[config.mk]
export PLATFORM = sky130hd
export DESIGN_NAME = writeback_pc_unit
export DESIGN_NICKNAME = d
export VERILOG_FILES = /design/src/rtl/core_pkg.sv /design/src/rtl/register_file.sv /design/src/rtl/writeback_pc_unit.sv
export SDC_FILE = /design/constraint.sdc
export NUM_CORES = 2
export LEC_CHECK = 0
export BUFFER_PORTS_ARGS = -buffer_cell sky130_fd_sc_hd__buf_2
export CELL_PAD_IN_SITES_DETAIL_PLACEMENT = 1
export CELL_PAD_IN_SITES_GLOBAL_PLACEMENT = 1
export CORE_MARGIN = 5
export CORE_UTILIZATION = 57
export DETAILED_ROUTE_END_ITERATION = 10
export PLACE_DENSITY_LB_ADDON = 0.1
export SLEW_MARGIN = 20
export SYNTH_ARGS = -nofsm -noshare
export SYNTH_HDL_FRONTEND = slang
export SYNTH_SLANG_ARGS = --single-unit
[constraint.sdc]
create_clock -name clk -period 4.85 [get_ports clk]
set_clock_uncertainty 0.2 [all_clocks]
set_input_delay 0.7275 -clock clk [delete_from_list [all_inputs] [get_ports clk]]
set_output_delay 0.7275 -clock clk [all_outputs]
set_load 0.01 [all_outputs]
[src/rtl/core_pkg.sv]
// Shared types for the single-cycle core: writeback state, error causes and
// register-file address width.
package core_pkg;

  localparam int REG_ADDR_W = 5;

  typedef enum logic [1:0] {
    IDLE = 2'b00,
    RUN  = 2'b01,
    HALT = 2'b10
  } wb_state_t;

  typedef enum logic [1:0] {
    ERR_NONE  = 2'b00,
    ERR_EXEC  = 2'b01,
    ERR_ALIGN = 2'b10
  } err_cause_t;

endpackage

[src/rtl/register_file.sv]
// Integer register file: two combinational read ports and one synchronous
// write port. Register 0 and out-of-range addresses always read zero.
module register_file
  import core_pkg::*;
#(
  parameter int DATA_W   = 32,
  parameter int NUM_REGS = 32
) (
  input  logic                  clk,
  input  logic                  rst,
  input  logic                  wr_en,
  input  logic [REG_ADDR_W-1:0] wr_addr,
  input  logic [DATA_W-1:0]     wr_data,
  input  logic [REG_ADDR_W-1:0] rd_addr_a,
  input  logic [REG_ADDR_W-1:0] rd_addr_b,
  output logic [DATA_W-1:0]     rd_data_a,
  output logic [DATA_W-1:0]     rd_data_b
);

  logic [DATA_W-1:0] mem_r [NUM_REGS];

  // Storage: cleared on reset, written only for non-zero in-range addresses.
  always_ff @(posedge clk) begin
    if (rst) begin
      for (int i = 0; i < NUM_REGS; i++) begin
        mem_r[i] <= {DATA_W{1'b0}};
      end
    end else if (wr_en && (wr_addr != {REG_ADDR_W{1'b0}}) && (int'(wr_addr) < NUM_REGS)) begin
      mem_r[wr_addr] <= wr_data;
    end
  end

  // Read ports: no write bypass, so same-cycle writes show up after the edge.
  always_comb begin
    rd_data_a = {DATA_W{1'b0}};
    rd_data_b = {DATA_W{1'b0}};
    if ((rd_addr_a != {REG_ADDR_W{1'b0}}) && (int'(rd_addr_a) < NUM_REGS)) begin
      rd_data_a = mem_r[rd_addr_a];
    end else begin
      rd_data_a = {DATA_W{1'b0}};
    end
    if ((rd_addr_b != {REG_ADDR_W{1'b0}}) && (int'(rd_addr_b) < NUM_REGS)) begin
      rd_data_b = mem_r[rd_addr_b];
    end else begin
      rd_data_b = {DATA_W{1'b0}};
    end
  end

endmodule

[src/rtl/writeback_pc_unit.sv]
// Writeback stage of the single-cycle core: commits execute results to the
// register file, steps or redirects the PC, counts retirements and halts on faults.
module writeback_pc_unit
  import core_pkg::*;
#(
  parameter int                DATA_W   = 32,
  parameter int                NUM_REGS = 32,
  parameter int                PC_STEP  = 4,
  parameter logic [DATA_W-1:0] RESET_PC = 32'h0000_0000
) (
  input  logic                  clk,
  input  logic                  rst,
  input  logic                  instr_valid,
  input  logic [REG_ADDR_W-1:0] rs1_addr,
  input  logic [REG_ADDR_W-1:0] rs2_addr,
  input  logic [REG_ADDR_W-1:0] rd_addr,
  input  logic [DATA_W-1:0]     sonuc,
  input  logic                  pc_update,
  input  logic                  we,
  input  logic                  hata,
  input  logic                  resume,
  output logic [DATA_W-1:0]     rs1_data,
  output logic [DATA_W-1:0]     rs2_data,
  output logic [DATA_W-1:0]     pc,
  output logic                  halted,
  output logic                  retire,
  output logic [DATA_W-1:0]     err_pc,
  output logic [1:0]            err_cause,
  output logic [31:0]           retire_cnt
);

  localparam logic [DATA_W-1:0] PC_INC = DATA_W'(PC_STEP);

  wb_state_t         state_r, next_state_s;
  err_cause_t        err_cause_r;
  logic [DATA_W-1:0] pc_r, err_pc_r;
  logic [31:0]       retire_cnt_r;
  logic              retire_r;
  logic              halted_s;
  logic              run_valid_s, misaligned_s;
  logic              fault_exec_s, fault_align_s, commit_s, resume_s, rf_we_s;

  // Commit decode: an execute fault outranks a misaligned branch target.
  always_comb begin
    run_valid_s   = (state_r == RUN) && instr_valid;
    misaligned_s  = pc_update && (sonuc[1:0] != 2'b00);
    fault_exec_s  = run_valid_s && hata;
    fault_align_s = run_valid_s && !hata && misaligned_s;
    commit_s      = run_valid_s && !hata && !misaligned_s;
    resume_s      = (state_r == HALT) && resume;
    rf_we_s       = commit_s && we;
  end

  // State register.
  always_ff @(posedge clk) begin
    if (rst) begin
      state_r <= IDLE;
    end else begin
      state_r <= next_state_s;
    end
  end

  // Next-state logic.
  always_comb begin
    next_state_s = state_r;
    case (state_r)
      IDLE:    next_state_s = RUN;
      RUN: begin
        if (fault_exec_s || fault_align_s) begin
          next_state_s = HALT;
        end else begin
          next_state_s = RUN;
        end
      end
      HALT: begin
        if (resume) begin
          next_state_s = RUN;
        end else begin
          next_state_s = HALT;
        end
      end
      default: next_state_s = IDLE;
    endcase
  end

  // State-decoded outputs.
  always_comb begin
    halted_s = 1'b0;
    case (state_r)
      HALT:    halted_s = 1'b1;
      default: halted_s = 1'b0;
    endcase
  end

  // PC, fault capture, retire pulse and counter. Resume skips the faulting instruction.
  always_ff @(posedge clk) begin
    if (rst) begin
      pc_r         <= RESET_PC;
      err_pc_r     <= {DATA_W{1'b0}};
      err_cause_r  <= ERR_NONE;
      retire_r     <= 1'b0;
      retire_cnt_r <= 32'd0;
    end else begin
      if (commit_s) begin
        pc_r         <= pc_update ? sonuc : (pc_r + PC_INC);
        retire_cnt_r <= retire_cnt_r + 32'd1;
      end else if (resume_s) begin
        pc_r <= err_pc_r + PC_INC;
      end
      if (fault_exec_s) begin
        err_pc_r    <= pc_r;
        err_cause_r <= ERR_EXEC;
      end else if (fault_align_s) begin
        err_pc_r    <= pc_r;
        err_cause_r <= ERR_ALIGN;
      end else if (resume_s) begin
        err_cause_r <= ERR_NONE;
      end
      retire_r <= commit_s;
    end
  end

  register_file #(
    .DATA_W   (DATA_W),
    .NUM_REGS (NUM_REGS)
  ) u_register_file (
    .clk       (clk),
    .rst       (rst),
    .wr_en     (rf_we_s),
    .wr_addr   (rd_addr),
    .wr_data   (sonuc),
    .rd_addr_a (rs1_addr),
    .rd_addr_b (rs2_addr),
    .rd_data_a (rs1_data),
    .rd_data_b (rs2_data)
  );

  assign pc         = pc_r;
  assign halted     = halted_s;
  assign retire     = retire_r;
  assign err_pc     = err_pc_r;
  assign err_cause  = err_cause_r;
  assign retire_cnt = retire_cnt_r;

endmodule

* Word level (Yosys, flattened, before mapping)
Memory sizes are Yosys's and may differ from the RTL's.
Index checks and enable logic that the tools add are counted.
** Storage, ports and cells
- Register bits after elaboration :: 101
- Memory bits (writable) :: 1024
- Memories :: 1
** Memories
- u_register_file.mem_r :: words 32, bits a word 32, read ports 2, clocked after memory_dff 0, write ports 32, RTL line register_file.sv:20 : logic [DATA_W-1:0] mem_r [NUM_REGS];
** Cells by class
- Add/sub/neg operators :: 3
- Multiplexer cells :: 22
- Equal/unequal tests :: 2
- Reduce and logical (&&, ||, !) cells :: 23
** Operator list (number)
- 2-to-1 mux 32 bit :: 8
- adder 32 x 3 -> 32 bit (second input constant) :: 2
- adder 32 x 1 -> 32 bit (second input constant) :: 1
- OR reduction 32 bit :: 1
- nonzero test 5 bit :: 3
- logical AND 1 bit :: 9
- 2-to-1 mux 1 bit :: 8
- 2-to-1 mux 2 bit :: 4
- nonzero test 2 bit :: 4
- case mux 2 bit (3 select lines) :: 1
- 2-to-1 mux 5 bit :: 1
- nonzero test 3 bit :: 1
- == test 2 x 1 -> 1 bit (second input constant) :: 1
- == test 2 bit (second input constant) :: 1
- logical NOT 1 bit :: 2
- logical NOT 2 bit :: 1
- OR reduction 2 bit :: 1
- logical OR 1 bit :: 1

* Longest topological paths before layout
- Word-level depth :: 11
- Mapped depth :: 10
- Mapped depth without buffers :: 7

* Modules after synthesis
From an unflattened synthesis, not the netlist that was laid out.
** Second synthesis, totals
- Cells, all modules :: 4243
- Area total of the unflattened synthesis :: 59952.5 µm²
** Modules (own cells, without submodules)
- register_file :: area an instance 54232.0 µm², instances 1, cells an instance 3502
- writeback_pc_unit :: area an instance 5720.5 µm², instances 1, cells an instance 741

* Worst setup path before layout
OpenSTA, ideal clock, no wires.
- Path kind :: input port to output port
- Start :: input rs1_addr[0]
- End :: output rs1_data[10]
- Arrival :: 2624 ps
- Slack :: 1298 ps
- Buffers on the path :: 3
- Cell stages on the path :: 7
- Cell sequence :: clkbuf_1 > buf_2 > buf_2 > mux4_2 > mux4_2 > nand2_1 > o21ai_0
** Between the ends
- Cells in the longest elaborated chain, start to end :: 2
** Ends and longest elaborated chain
- start, declared :: RTL line writeback_pc_unit.sv:14 : input logic [REG_ADDR_W-1:0] rs1_addr,
- memory read (32 x 32 bit) / nonzero test 5 bit (equally long branches)
- 2-to-1 mux 32 bit (*) :: RTL line register_file.sv:37 : if ((rd_addr_a != {REG_ADDR_W{1'b0}}) && (int'(rd_addr_a) < NUM_REGS)) begin
- end, declared :: RTL line writeback_pc_unit.sv:22 : output logic [DATA_W-1:0] rs1_data,
Every way passes the cells marked *; elsewhere a longest branch is shown, timed or not.

* Final worst setup path
- Start :: input rs1_addr[0]
- End :: output rs1_data[20]
The elaborated chain is that of the path after synthesis.

==> run metrics <==
fraction of registers with async set/reset=0%; # IOs=between 200 and 250; Max FO, Critical Path=27; Cell Area, Synth=slightly below 0.06 mm^2; Syn. warnings=0; Mapped Cells=4030; Synth Flop Type=edfxtp_1; fin nets=between 4000 and 5000; post-synthesis register bit count=1125; WL final=about 210000 um; Worst-path clk slew=~60 ps; fmax=between 0.2 and 0.25 GHz; sw frac=around 25%; Relative slew margins=between 10% and 20%; Pleak=24.05 nW; crit path launch type=input pin; first-pass GRT wire length=slightly above 300000 um; commonest cells in the netlist=1024 x edfxtp_1, 873 x and2_1, 640 x mux4_2; Critical Path Sink Type=output pin; Setup Viol. Count Final=0; post_cts resized=0; Final HPWL DP=approximately 130000 um; sequential group share of total power=a little under half; maximum resistive drop on vdd=~0.00025 V; Fin Hold WS=about 89 ps; via count=around 40000; PortBufs=between 200 and 250; CTS Buf Count=131; Initial Util=57.40%; EDFF count, synth=just over 1000; Iter 0 DRT Violations=around 6300; synth-to-layout area growth=12.64%; syn avg cell area=14.76 um^2; count leader, synth=edfxtp_1; H-Tree Depth=4; Die X-Extent=between 300 and 400 um; Max Cap Viol=0; total power=between 20 and 25 mW; Die H=333.1 um; Yosys top cell area share=51.68%; Slew @ Worst Pin=~1200 ps; M3 GR Usage=between 10% and 20%; clk sinks=about 1100; Min Clock Period, post-route=about 4300 ps; RSZ-0062 raised after global routing=false; DRC Markers=0; CP Data Required Time=3920 ps; CTS tree=built; Seq/Total Area, Yosys=between 50% and 60%; worst min path class=input pin to flip-flop; Psw=~6 mW; DRT Pass-1 Iters=5; Worst-Skew Late Latency=roughly 750 ps; std cell rows=between 100 and 150; global-route usage over all layers=38.52%; DR WL/cell=between 30 and 40 um; dominant cell type by area after synthesis=edfxtp_1; setup_tns=0 ps; RD Place Congestion=0.8663; CP Data Arrival Time=between 3000 and 4000 ps; combinational share of power=between 10% and 20%; vias in the first global route=roughly 42000; initial antenna violation count=18; PwrDens=roughly 350 mW/mm^2; count of hold-fix buffers inserted at cts=0; status=completed; Final Util=64.66%; grt ovf=0; Clock Tree Buf Depth=3; grt peak-use layer=met2; Area contributors post-synth=edfxtp_1 52%, mux4_2 24%, and2_1 9.2%, dfxtp_1 3.4%, clkbuf_1 1.9%; synth unique cells=61; cell internal pwr=17.74 mW; met1 Use GR=around half; core region area=0.1036 mm^2; GR Layer Usage met2=approximately three fifths; post-detailed-route count of antenna-violating nets=0; Final Hold Violating Endpoints=0; Final Cycle Share=around 90%; critical setup path kind=input pin to output pin; largest net degree at the start of global routing=93; via density per instance=a little over 7; share of cells above drive strength 1=between 30 and 40%; setup bufs post-CTS=0; die area=0.1109 mm^2; clock share of power=between 40% and 50%; clock root buffer=clkbuf_16; Pins Over Slew Limit=0
==> logic make-up after synthesis <==
logic type	after synthesis	share of synthesized area (%)
mux	644	24.29
simple gates	1465	14.01
buf+inv	507	3.415
compound gates	211	2.036
other cells	1	0.006303
flops	1125	55.08
xor+xnor	74	1.089
fa+ha+maj	3	0.06310
==> final cells by class <==
cell class,instances,area [um^2]
antenna,11,27.53
multi-input combinational,2429,24950
timing repair buffer,400,3037
inverter,78,292.8
sequential,1125,32770
fill,9325,36630
clock buffer,169,3707
clock inverter,65,510.5
tap,1380,1727
==> power by group through the flow <==
stage / sequential [mW] / combinational [mW] / clock (mW)
after global placement: 11.2 / 2.50 / 0
after CTS: 11.1 / 2.57 / 9.92
final: 11.1 / 2.62 / 9.86
after floorplan: 11.2 / 1.51 / 0
after global routing: 11.1 / 2.68 / 10.4
after detailed placement: 11.3 / 2.55 / 0
==> sequential cells by signal (all words and copies together), names as in the netlist <==
name	cells
u_register_file.mem_r	1024
retire_cnt	32
retire	1
err_pc	32
state_r	2
pc	32
err_cause	2
==> cells in the final DEF (no fill, tap or decap), types with 5 or more instances in the layout <==
cell type / count
nand2_1: 183
or3_1: 8
nand3_1: 40
nor3_1: 148
or2_2: 31
mux4_2: 640
diode_2: 11
a221oi_1: 5
nand3b_1: 6
o21ai_0: 93
buf_4: 144
nand4_1: 32
conb_1: 32
nor2_1: 64
and3_1: 18
o211ai_1: 6
inv_1: 78
xor2_1: 39
and2_1: 874
dfxtp_1: 101
buf_2: 208
buf_12: 41
o21bai_1: 5
a21oi_1: 68
clkinv_1: 27
nor2_2: 29
xnor2_1: 35
bufinv_16: 8
clkbuf_1: 24
edfxtp_1: 1024
a211oi_1: 6
clkbuf_16: 144
clkinv_2: 23
==> per-stage QoR <==
stage	cell area, um^2	instances	setup WS, ps
floorplan	59610	4061	1298
global placement	62770	5412	616.9
detailed placement	62770	5412	578.5
finish	67020	5657	551.7
CTS	66980	5646	581.3
global route	67000	5648	543.5
==> final timing paths <==
path	end	from	slack, ps	cells past startpoint
setup reg to reg	u_register_file.mem_r[25][8]	state_r[1]	1400	7
hold / removal	state_r[1]	resume	90	3
setup / recovery	rs1_data[20]	rs1_addr[0]	550	8
hold reg to reg	err_pc[1]	pc[1]	280	2
==> layer usage <==
metal,up-vias,part of all wire [%],routed length [um]
met2,3217,46,99240
li1,15610,-,-
met3,667,13,27200
met1,21190,35,75730
met5,-,0.016,35
met4,4,5.8,12400
==> critical path, stage by stage <==
cell	delay (ps)
buf_8	260
buf_12	300
buf_12	220
mux4_2	520
mux4_2	460
inv_1	210
o21ai_0	340
buf_2	280
Power figures use the tool's default switching activity.
